`src/rtl/traffic_input_cond.sv`:
```
// Purpose: sync, debounce and edge-latch the emergency button and side-road sensor for the light FSM.
// Latency: raw change to level/req is 2 sync flops + DEBOUNCE_CYCLES stable samples; all outputs registered.
// Backpressure: a request is held until acked; rises arriving while held merge into the pending request.
module traffic_input_cond #(
    parameter int DEBOUNCE_CYCLES = 8,
    parameter int CNT_W           = 4,
    parameter int EVT_W           = 8
) (
    input  logic             clk,
    input  logic             rst,
    input  logic             btn_emerg_raw,
    input  logic             sensor_raw,
    input  logic             emerg_ack,
    input  logic             sensor_ack,
    output logic             emerg_level,
    output logic             sensor_level,
    output logic             emerg_req,
    output logic             sensor_req,
    output logic [EVT_W-1:0] sensor_evt_count
);

    // Channel 0 is the emergency button, channel 1 the side-road sensor.
    localparam int CH_EMERG  = 0;
    localparam int CH_SENSOR = 1;

    localparam logic [CNT_W-1:0] CNT_LAST = CNT_W'(DEBOUNCE_CYCLES - 1);
    localparam logic [CNT_W-1:0] CNT_ONE  = CNT_W'(1);
    localparam logic [EVT_W-1:0] EVT_ONE  = EVT_W'(1);
    localparam logic [EVT_W-1:0] EVT_MAX  = '1;

    logic [1:0] raw;
    logic [1:0] ack;

    logic [1:0]            s1_q, s1_d;
    logic [1:0]            s2_q, s2_d;
    logic [1:0]            level_q, level_d;
    logic [1:0]            req_q, req_d;
    logic [1:0][CNT_W-1:0] cnt_q, cnt_d;
    logic [EVT_W-1:0]      evt_q, evt_d;
    logic [1:0]            rise;

    assign raw = {sensor_raw, btn_emerg_raw};
    assign ack = {sensor_ack, emerg_ack};

    // Next-state: synchroniser shift, debounce counter, request latch and saturating event count.
    always_comb begin
        s1_d    = raw;
        s2_d    = s1_q;
        level_d = level_q;
        req_d   = req_q;
        cnt_d   = cnt_q;
        evt_d   = evt_q;
        rise    = 2'b00;

        for (int ch = 0; ch < 2; ch++) begin
            // Any sample agreeing with the current level restarts the stability window.
            if (s2_q[ch] == level_q[ch]) begin
                cnt_d[ch] = '0;
            end else if (cnt_q[ch] == CNT_LAST) begin
                level_d[ch] = s2_q[ch];
                cnt_d[ch]   = '0;
                rise[ch]    = s2_q[ch];
            end else begin
                cnt_d[ch] = cnt_q[ch] + CNT_ONE;
            end

            // A rise wins over a same-edge ack so a fresh event is never dropped.
            if (rise[ch]) begin
                req_d[ch] = 1'b1;
            end else if (ack[ch] && req_q[ch]) begin
                req_d[ch] = 1'b0;
            end
        end

        // Counts every sensor rise, including those merged into a pending request; never wraps.
        if (rise[CH_SENSOR] && (evt_q != EVT_MAX)) begin
            evt_d = evt_q + EVT_ONE;
        end
    end

    // State registers; reset clears everything, including any pending request.
    always_ff @(posedge clk or negedge rst) begin
        if (!rst) begin
            s1_q    <= '0;
            s2_q    <= '0;
            level_q <= '0;
            req_q   <= '0;
            cnt_q   <= '0;
            evt_q   <= '0;
        end else begin
            s1_q    <= s1_d;
            s2_q    <= s2_d;
            level_q <= level_d;
            req_q   <= req_d;
            cnt_q   <= cnt_d;
            evt_q   <= evt_d;
        end
    end

    assign emerg_level      = level_q[CH_EMERG];
    assign sensor_level     = level_q[CH_SENSOR];
    assign emerg_req        = req_q[CH_EMERG];
    assign sensor_req       = req_q[CH_SENSOR];
    assign sensor_evt_count = evt_q;

endmodule
```
`config.mk`:
```
export PLATFORM = sky130hd
export DESIGN_NAME = traffic_input_cond
export DESIGN_NICKNAME = d
export VERILOG_FILES = /design/src/rtl/traffic_input_cond.sv
export SDC_FILE = /design/constraint.sdc
export NUM_CORES = 1
export LEC_CHECK = 0
export BUFFER_PORTS_ARGS = -buffer_cell sky130_fd_sc_hd__buf_2
export CAP_MARGIN = 20
export CELL_PAD_IN_SITES_DETAIL_PLACEMENT = 1
export CELL_PAD_IN_SITES_GLOBAL_PLACEMENT = 1
export CORE_MARGIN = 3
export CORE_UTILIZATION = 45
export DETAILED_ROUTE_END_ITERATION = 6
export PLACE_DENSITY_LB_ADDON = 0.1
export SLEW_MARGIN = 20
export SYNTH_ARGS = -nofsm -noshare
export SYNTH_HDL_FRONTEND = slang
export SYNTH_SLANG_ARGS = --single-unit
```
`constraint.sdc`:
```
create_clock -name clk -period 2.6 [get_ports clk]
set_input_delay 0.26 -clock clk [delete_from_list [all_inputs] [get_ports clk]]
set_output_delay 0.26 -clock clk [all_outputs]
set_load 0.02 [all_outputs]
```
==> insert_results.sql, run 1 <==
INSERT INTO impl_metrics (metric_group, metric, value, unit) VALUES
('route', 'vias', '756', ''),
('final_layout', 'layout.filler_cells', '224', ''),
('floorplan', 'rows', '16', ''),
('timing', 'achievable-frequency', '537.4', 'MHz'),
('timing', 'setup_violations', '0', ''),
('cts', 'clockBufferDepth', '2', ''),
('timing', 'worstMarginPinSlew', '509.3', 'ps'),
('cts', 'cts_post_setup_buffers_inserted', '0', ''),
('route', 'drt.antenna.violating_nets', '0', ''),
('route', 'tritonroute_pass_1_iters', '3', ''),
('cts', 'clock_tree_from_tritoncts', 'built', ''),
('timing', 'fin_worst_skew', '5.815', 'ps'),
('place', 'numPortBuffers', '17', ''),
('cts', 'clock_buffers_created_by_tritoncts', '3', ''),
('route', 'route.detailed.vias_per_inst', '5.518', ''),
('worst_setup_path', 'crit_path_max_fanout', '7', ''),
('timing', 'finalCritPeriodShare', '71.57', '%'),
('route', 'post-route-drc-count', '0', ''),
('worst_hold_path', 'hold_end', 's1_q[0]$_DFF_PN0_', ''),
('worst_setup_path', 'rr_startpoint', 'cnt_q[4]$_DFF_PN0_', ''),
('floorplan', 'core_box_area', '2062', 'um^2'),
('final_layout', 'layout-drive-gt1-share', '26.36', '%'),
('route', 'drt_iter0_markers', '8', ''),
('status', 'outcome', 'finished clean', ''),
('timing', 'final.setup.worst_slack', '739.2', 'ps'),
('worst_setup_path', 'arrival', '2070', 'ps'),
('final_layout', 'area_delta_synth_final', '17.49', '%'),
('cts', 'htreeDepth', '1', ''),
('timing', 'worst_slew_margin_rel', '66.05', '%'),
('power_and_ir_drop', 'ir_drop', '512.1', 'uV'),
('final_layout', 'stdcell_area', '1219', 'um^2'),
('timing', 'slew_violations', '0', ''),
('cts', 'cts.repair.resized', '0', ''),
('worst_hold_path', 'hold_start', 'btn_emerg_raw', ''),
('floorplan', 'die_x', '54.01', 'um'),
('final_layout', 'final_util', '59.10', '%'),
('grt', 'antenna_found_initial', '0', ''),
('worst_setup_path', 'critical_path_required', '2810', 'ps'),
('synthesis', 'synth.yosys.seq_area_share', '57.90', '%'),
('worst_setup_path', 'worst_setup_path_start_kind', 'flip-flop', ''),
('floorplan', 'die_height', '54.01', 'um'),
('synthesis', 'post_synth_num_cell_types', '26', ''),
('place', 'dp_worst_setup_slack', '757.7', 'ps'),
('worst_hold_path', 'hold_path_class', 'primary input to flip-flop', ''),
('power_and_ir_drop', 'pwr_density_cell', '791.9', 'nW/um^2'),
('synthesis', 'synth_area_per_cell', '11.79', 'um^2'),
('cts', 'cts.hold.buffers_added', '1', ''),
('synthesis', 'synthesis.nets', '97', ''),
('floorplan', 'effective_utilization_at_floorplan', '50.30', '%'),
('timing', 'layout_min_cycle_time', '1861', 'ps'),
('place', 'gpl.final_weighted_congestion', '0.7454', ''),
('synthesis', 'ys_ff_latch', '24', ''),
('synthesis', 'netlist_instances', '88', ''),
('worst_setup_path', 'path_class', 'flip-flop to flip-flop', ''),
('grt', 'globalRouteTotalUtil', '17.18', '%'),
('grt', 'wire_length_of_the_first_global_routing_pass', '3546', 'um'),
('worst_setup_path', 'crit_path_end_kind', 'flip-flop', ''),
('cts', 'path_clk_slew', '130', 'ps'),
('worst_setup_path', 'rr_endpoint', 'sensor_evt_count[6]$_DFFE_PN0P_', ''),
('grt', 'number_of_global_route_vias_before_repair', '767', ''),
('place', 'detailedPlacementHpwl', '1642', 'um'),
('timing', 'grt_setup_unrepaired', 'false', ''),
('power_and_ir_drop', 'power.total', '0.9651', 'mW'),
('final_layout', 'antenna_cells_inserted', '0', ''),
('timing', 'hold_viol', '0', ''),
('grt', 'grt_start_max_net_pins', '25', ''),
('route', 'detail_route.wl_per_cell', '15.31', 'um'),
('synthesis', 'yosysWarnings', '0', ''),
('place', 'dpl_cell_area', '1156', 'um^2'),
('flow_run', 'cap_viol_max_count', '0', ''),
('synthesis', 'synthesis.area', '1037', 'um^2'),
('worst_setup_path', 'reg2reg_setup_slack', '740', 'ps'),
('floorplan', 'dieArea', '2917', 'um^2'),
('cts', 'cts.sinks', '24', ''),
('floorplan', 'io-pin-count', '18', ''),
('route', 'detail_route.wirelength', '2098', 'um'),
('timing', 'setup-tns-final', '0', 'ps'),
('final_layout', 'total_nets_final', '120', ''),
('power_and_ir_drop', 'reported_leakage_power', '0.6110', 'nW'),
('cts', 'cts_root_buffer', 'sky130_fd_sc_hd__clkbuf_4', ''),
('cts', 'clock_latency', '310', 'ps'),
('worst_setup_path', 'reg2reg_depth', '5', ''),
('worst_hold_path', 'worst_hold_path.num_cells', '1', ''),
('grt', 'grt_overflow', '0', '');
## cells by family (layout without fill, tap and decap cells)
kind of cell / Yosys count / in the layout / synth area share (%)
AND/OR/NAND/NOR: 38 / 38 / 21.95
flip-flops: 24 / 24 / 57.90
AO/OA/AOI/OAI: 11 / 11 / 6.514
XOR/XNOR: 5 / 5 / 4.222
multiplexers: 4 / 4 / 4.704
adder cells (fa/ha/maj): 3 / 3 / 3.619
buffers and inverters: 3 / 25 / 1.086
## flip-flops by register name, indices dropped and copies added, names as in the netlist
register / count
level_q: 2
s2_q: 2
req_q: 2
s1_q: 2
cnt_q: 8
sensor_evt_count: 8
## cell usage after synthesis
master,instances,area (um^2)
sky130_fd_sc_hd__nand3b_1,1,7.510
sky130_fd_sc_hd__mux2_4,1,15.01
sky130_fd_sc_hd__inv_1,3,11.26
sky130_fd_sc_hd__nand3_1,7,35.03
sky130_fd_sc_hd__dfrtp_1,24,600.6
sky130_fd_sc_hd__nand2_1,4,15.01
sky130_fd_sc_hd__o32ai_1,1,8.760
sky130_fd_sc_hd__nand3b_4,1,20.02
sky130_fd_sc_hd__xnor2_1,4,35.03
sky130_fd_sc_hd__nor2_1,7,26.28
sky130_fd_sc_hd__xor2_1,1,8.760
sky130_fd_sc_hd__nor3_1,5,25.02
sky130_fd_sc_hd__a21oi_1,4,20.02
sky130_fd_sc_hd__nor4_1,2,12.51
sky130_fd_sc_hd__or2_4,1,8.760
sky130_fd_sc_hd__o21a_1,3,22.52
sky130_fd_sc_hd__nand2b_4,1,13.76
sky130_fd_sc_hd__nor3b_1,2,15.01
sky130_fd_sc_hd__o21ai_0,2,10.01
sky130_fd_sc_hd__mux2_2,3,33.78
sky130_fd_sc_hd__nand4_1,3,18.77
sky130_fd_sc_hd__nor2b_1,2,12.51
sky130_fd_sc_hd__or3_4,1,11.26
sky130_fd_sc_hd__nand2b_1,1,6.260
sky130_fd_sc_hd__ha_1,3,37.54
sky130_fd_sc_hd__a31oi_1,1,6.260
## per-layer routing
| metal | up-vias | share of wire, % | GRT usage (%) |
|---|---|---|---|
| met5 | - | 0 | 0 |
| met4 | 0 | 0.57 | 7.469 |
| met3 | 2 | 3.2 | 2.770 |
| met2 | 8 | 55 | 31.05 |
| met1 | 386 | 41 | 19.79 |
| li1 | 360 | - | - |
## area by class of cell
type | instances | area [um^2] | share of cell area [%]
flip-flops and latches | 24 | 600.6 | 49.28
multi-input cells | 61 | 425.4 | 34.91
repair buffers | 18 | 95.09 | 7.803
well taps | 27 | 33.78 | 2.772
clock inverters | 1 | 30.03 | 2.464
clock buffers | 3 | 22.52 | 1.848
inverters | 3 | 11.26 | 0.9240
## layout by cell type (no fill, tap or decap), types with 2 or more instances in the layout
cell,count
sky130_fd_sc_hd__a21oi_1,4
sky130_fd_sc_hd__buf_2,17
sky130_fd_sc_hd__clkbuf_4,3
sky130_fd_sc_hd__dfrtp_1,24
sky130_fd_sc_hd__ha_1,3
sky130_fd_sc_hd__inv_1,3
sky130_fd_sc_hd__mux2_2,3
sky130_fd_sc_hd__nand2_1,4
sky130_fd_sc_hd__nand3_1,7
sky130_fd_sc_hd__nand4_1,3
sky130_fd_sc_hd__nor2_1,7
sky130_fd_sc_hd__nor2b_1,2
sky130_fd_sc_hd__nor3_1,5
sky130_fd_sc_hd__nor3b_1,2
sky130_fd_sc_hd__nor4_1,2
sky130_fd_sc_hd__o21a_1,3
sky130_fd_sc_hd__o21ai_0,2
sky130_fd_sc_hd__xnor2_1,4
## report_power, final
group | internal, mW | switching (mW)
clock network | 0.156 | 0.111
registers | 0.434 | 0.0602
logic | 0.0921 | 0.112
## critical path, cell delays in order (launching register included)
cell	delay (ps)
sky130_fd_sc_hd__dfrtp_1	400
sky130_fd_sc_hd__ha_1	260
sky130_fd_sc_hd__nand3b_4	140
sky130_fd_sc_hd__or2_4	270
sky130_fd_sc_hd__or3_4	390
sky130_fd_sc_hd__mux2_4	300
## worst max-delay path by stage
stage                                       to  slack [ps]          startpoint  depth (start not counted)
2_1_floorplan  sensor_evt_count[6]$_DFFE_PN0P_         860  cnt_q[4]$_DFF_PN0_                          5
3_3_place_gp   sensor_evt_count[6]$_DFFE_PN0P_         830  cnt_q[4]$_DFF_PN0_                          5
3_5_place_dp   sensor_evt_count[6]$_DFFE_PN0P_         760  cnt_q[4]$_DFF_PN0_                          5
4_1_cts        sensor_evt_count[6]$_DFFE_PN0P_         730  cnt_q[4]$_DFF_PN0_                          5
5_1_grt        sensor_evt_count[6]$_DFFE_PN0P_         650  cnt_q[4]$_DFF_PN0_                          5
6_report       sensor_evt_count[6]$_DFFE_PN0P_         740  cnt_q[4]$_DFF_PN0_                          5
## through the flow
| stage | hold WS (ps) | std cells |
|---|---|---|
| finish | 42.66 | 137 |
| global route | 12.25 | 137 |
| CTS | 27.61 | 137 |
| detailed placement | 262.2 | 132 |
| global placement | 259.7 | 132 |
| floorplan | -35.59 | 88 |
Note: power is estimated with default switching activity, not from simulation.
==> run 2, diff against run 1 <==
- CORE_UTILIZATION: 45 -> 38
- clock period: 2.6 -> 1.55 ns (I/O delays scaled with it)
==> run 2 against run 1 <==
The run now ends with negative setup slack left. Via count is 3.7% higher. Global-route usage decreased by 1.4 points. Cell count up 15%. Clock power rose by 72%. Largest power group unchanged. Largest cell class unchanged. Critical path depth stayed put. Sequential cell count stayed put. Maximum frequency increased by 14%. Setup slack lost 830 ps. Critical endpoint unchanged. Total power up 83%. First-iteration DRC count rose to 4.0 times the previous value. Wire length up 9.0%.
==> insert_results.sql, run 2 (same netlist as run 1, synthesis figures left out) <==
INSERT INTO impl_metrics (metric_group, metric, value, unit) VALUES
('final_layout', 'stdcell_area', '1419', 'um^2'),
('cts', 'clock_tree_from_tritoncts', 'built', ''),
('final_layout', 'layout_commonest_cell', 'sky130_fd_sc_hd__dfrtp_1', ''),
('worst_setup_path', 'crit_path_end_kind', 'flip-flop', ''),
('timing', 'worst_slew_margin_rel', '63.59', '%'),
('route', 'drt.antenna.violating_nets', '0', ''),
('worst_hold_path', 'hold_path_class', 'primary input to async pin', ''),
('timing', 'grt_setup_unrepaired', 'true', ''),
('worst_setup_path', 'worst_setup_path_start_kind', 'flip-flop', ''),
('cts', 'clockBufferDepth', '2', ''),
('final_layout', 'total_nets_final', '138', ''),
('timing', 'achievable-frequency', '611.2', 'MHz'),
('grt', 'wire_length_of_the_first_global_routing_pass', '3953', 'um'),
('floorplan', 'dieArea', '3392', 'um^2'),
('floorplan', 'core_box_area', '2545', 'um^2'),
('status', 'failed_checks', 'negative setup slack', ''),
('final_layout', 'antenna_cells_inserted', '0', ''),
('cts', 'clock_buffers_created_by_tritoncts', '3', ''),
('cts', 'cts.sinks', '24', ''),
('floorplan', 'rows', '18', ''),
('route', 'routed.top_layer', 'met4', ''),
('route', 'drt_iter0_markers', '32', ''),
('route', 'vias', '784', ''),
('floorplan', 'die_x', '58.25', 'um'),
('flow_run', 'cap_viol_max_count', '0', ''),
('timing', 'layout_min_cycle_time', '1636', 'ps'),
('grt', 'number_of_global_route_vias_before_repair', '802', ''),
('route', 'drt-met1-wl', '1105', 'um'),
('route', 'detail_route.wl_per_cell', '14.47', 'um'),
('route', 'post-route-drc-count', '0', ''),
('route', 'detail_route.wirelength', '2286', 'um'),
('timing', 'setup-tns-final', '-86.23', 'ps'),
('grt', 'grt_overflow', '0', ''),
('worst_setup_path', 'critical_path_required', '1770', 'ps'),
('cts', 'cts_root_buffer', 'sky130_fd_sc_hd__clkbuf_4', ''),
('place', 'dpl_cell_area', '1264', 'um^2'),
('power_and_ir_drop', 'pwr_density_cell', '1248', 'nW/um^2'),
('timing', 'setup_violations', '1', ''),
('route', 'tritonroute_pass_1_iters', '4', ''),
('timing', 'slew_violations', '0', ''),
('floorplan', 'effective_utilization_at_floorplan', '40.76', '%'),
('final_layout', 'final_util', '55.75', '%'),
('worst_setup_path', 'reg2reg_setup_slack', '-90', 'ps'),
('timing', 'final.setup.worst_slack', '-86.23', 'ps'),
('place', 'gpl.final_weighted_congestion', '0.7132', ''),
('final_layout', 'layout.cells.most_common_list', 'sky130_fd_sc_hd__dfrtp_1 (23), sky130_fd_sc_hd__buf_2 (17), sky130_fd_sc_hd__buf_4 (14), sky130_fd_sc_hd__nand3_1 (7)', ''),
('timing', 'fin_worst_skew', '1.832', 'ps'),
('timing', 'finalCritPeriodShare', '105.6', '%'),
('route', 'route.detailed.vias_per_inst', '4.962', ''),
('place', 'numPortBuffers', '17', ''),
('worst_setup_path', 'crit_path_max_fanout', '2', ''),
('place', 'detailedPlacementHpwl', '1575', 'um'),
('worst_setup_path', 'critical_path.startpoint', 'cnt_q[4]$_DFF_PN0_', ''),
('route', 'detailroute.wirelength.met2', '1054', 'um'),
('cts', 'path_clk_slew', '140', 'ps'),
('grt', 'grt_start_max_net_pins', '25', ''),
('power_and_ir_drop', 'ir_drop', '912.1', 'uV'),
('place', 'dpl.cell_count', '147', ''),
('worst_setup_path', 'path_class', 'flip-flop to flip-flop', ''),
('worst_setup_path', 'rr_startpoint', 'cnt_q[4]$_DFF_PN0_', ''),
('worst_setup_path', 'arrival', '1860', 'ps'),
('status', 'outcome', 'complete, but fails checks', ''),
('cts', 'clock_latency', '320', 'ps'),
('grt', 'antenna_found_initial', '0', ''),
('final_layout', 'area_delta_synth_final', '36.79', '%'),
('power_and_ir_drop', 'reported_leakage_power', '0.7147', 'nW'),
('timing', 'worstMarginPinSlew', '546.1', 'ps'),
('floorplan', 'die_height', '58.25', 'um'),
('final_layout', 'layout-drive-gt1-share', '39.06', '%'),
('grt', 'globalRouteTotalUtil', '15.75', '%'),
('floorplan', 'io-pin-count', '18', ''),
('route', 'met3RoutedLength', '71', 'um'),
('place', 'dp_worst_setup_slack', '-99.37', 'ps'),
('cts', 'htreeDepth', '1', ''),
('worst_setup_path', 'reg2reg_depth', '5', ''),
('timing', 'hold_viol', '0', ''),
('final_layout', 'post_layout_nonfiller_instances', '158', '');
[run 2: area by class of cell]
type	instances	area [um^2]
repair buffers	36	240.2
multi-input cells	61	475.5
well taps	30	37.54
clock inverters	1	30.03
clock buffers	3	22.52
fillers	297	1126
flip-flops and latches	24	601.8
inverters	3	11.26
[run 2: routing by layer]
layer	global-route usage [%]	up-vias
met5	0	-
met4	8.940	0
met3	2.227	4
met2	23.39	13
met1	21.95	376
li1	-	391
[run 2: path summary, 6_finish.rpt]
path,endpoint
min in group clk,s2_q[1]$_DFF_PN0_
hold reg to reg,s2_q[1]$_DFF_PN0_
max in group asynchronous,level_q[1]$_DFFE_PN0P_
setup / recovery,sensor_evt_count[6]$_DFFE_PN0P_
hold / removal,cnt_q[6]$_DFF_PN0_
setup reg to reg,sensor_evt_count[6]$_DFFE_PN0P_
[run 2: where the power goes]
part,total [mW],internal [mW],switching (mW),leakage [nW]
clock network,0.459,0.262,0.198,0.0279
registers,0.815,0.730,0.0856,0.318
logic,0.496,0.261,0.234,0.368
total,1.77,1.25,0.518,0.715
[run 2: stage by stage]
step	power, mW	hold WS (ps)
2_1_floorplan	1.074	-140.6
3_3_place_gp	1.256	166.2
3_5_place_dp	1.284	173.7
4_1_cts	1.756	347.0
5_1_grt	1.898	358.7
6_report	1.770	331.9
[run 2: critical path, cell delays in order, from the launching register on]
cell and delay, ps:
sky130_fd_sc_hd__dfrtp_1 410, sky130_fd_sc_hd__ha_4 160, sky130_fd_sc_hd__nand3b_4 70, sky130_fd_sc_hd__or2_4 230
sky130_fd_sc_hd__or3_4 370, sky130_fd_sc_hd__mux2_4 300
[run 2: what timing repair did]
| action | 4_1_cts | 5_1_grt |
|---|---|---|
| resized for setup | 2 | 6 |
| pin swaps | 2 | 1 |
| setup endpoints to repair | 2 | 6 |
| hold endpoints to repair | 28 | 0 |
| buffers inserted | 0 | 2 |
| hold buffers | 5 | 0 |
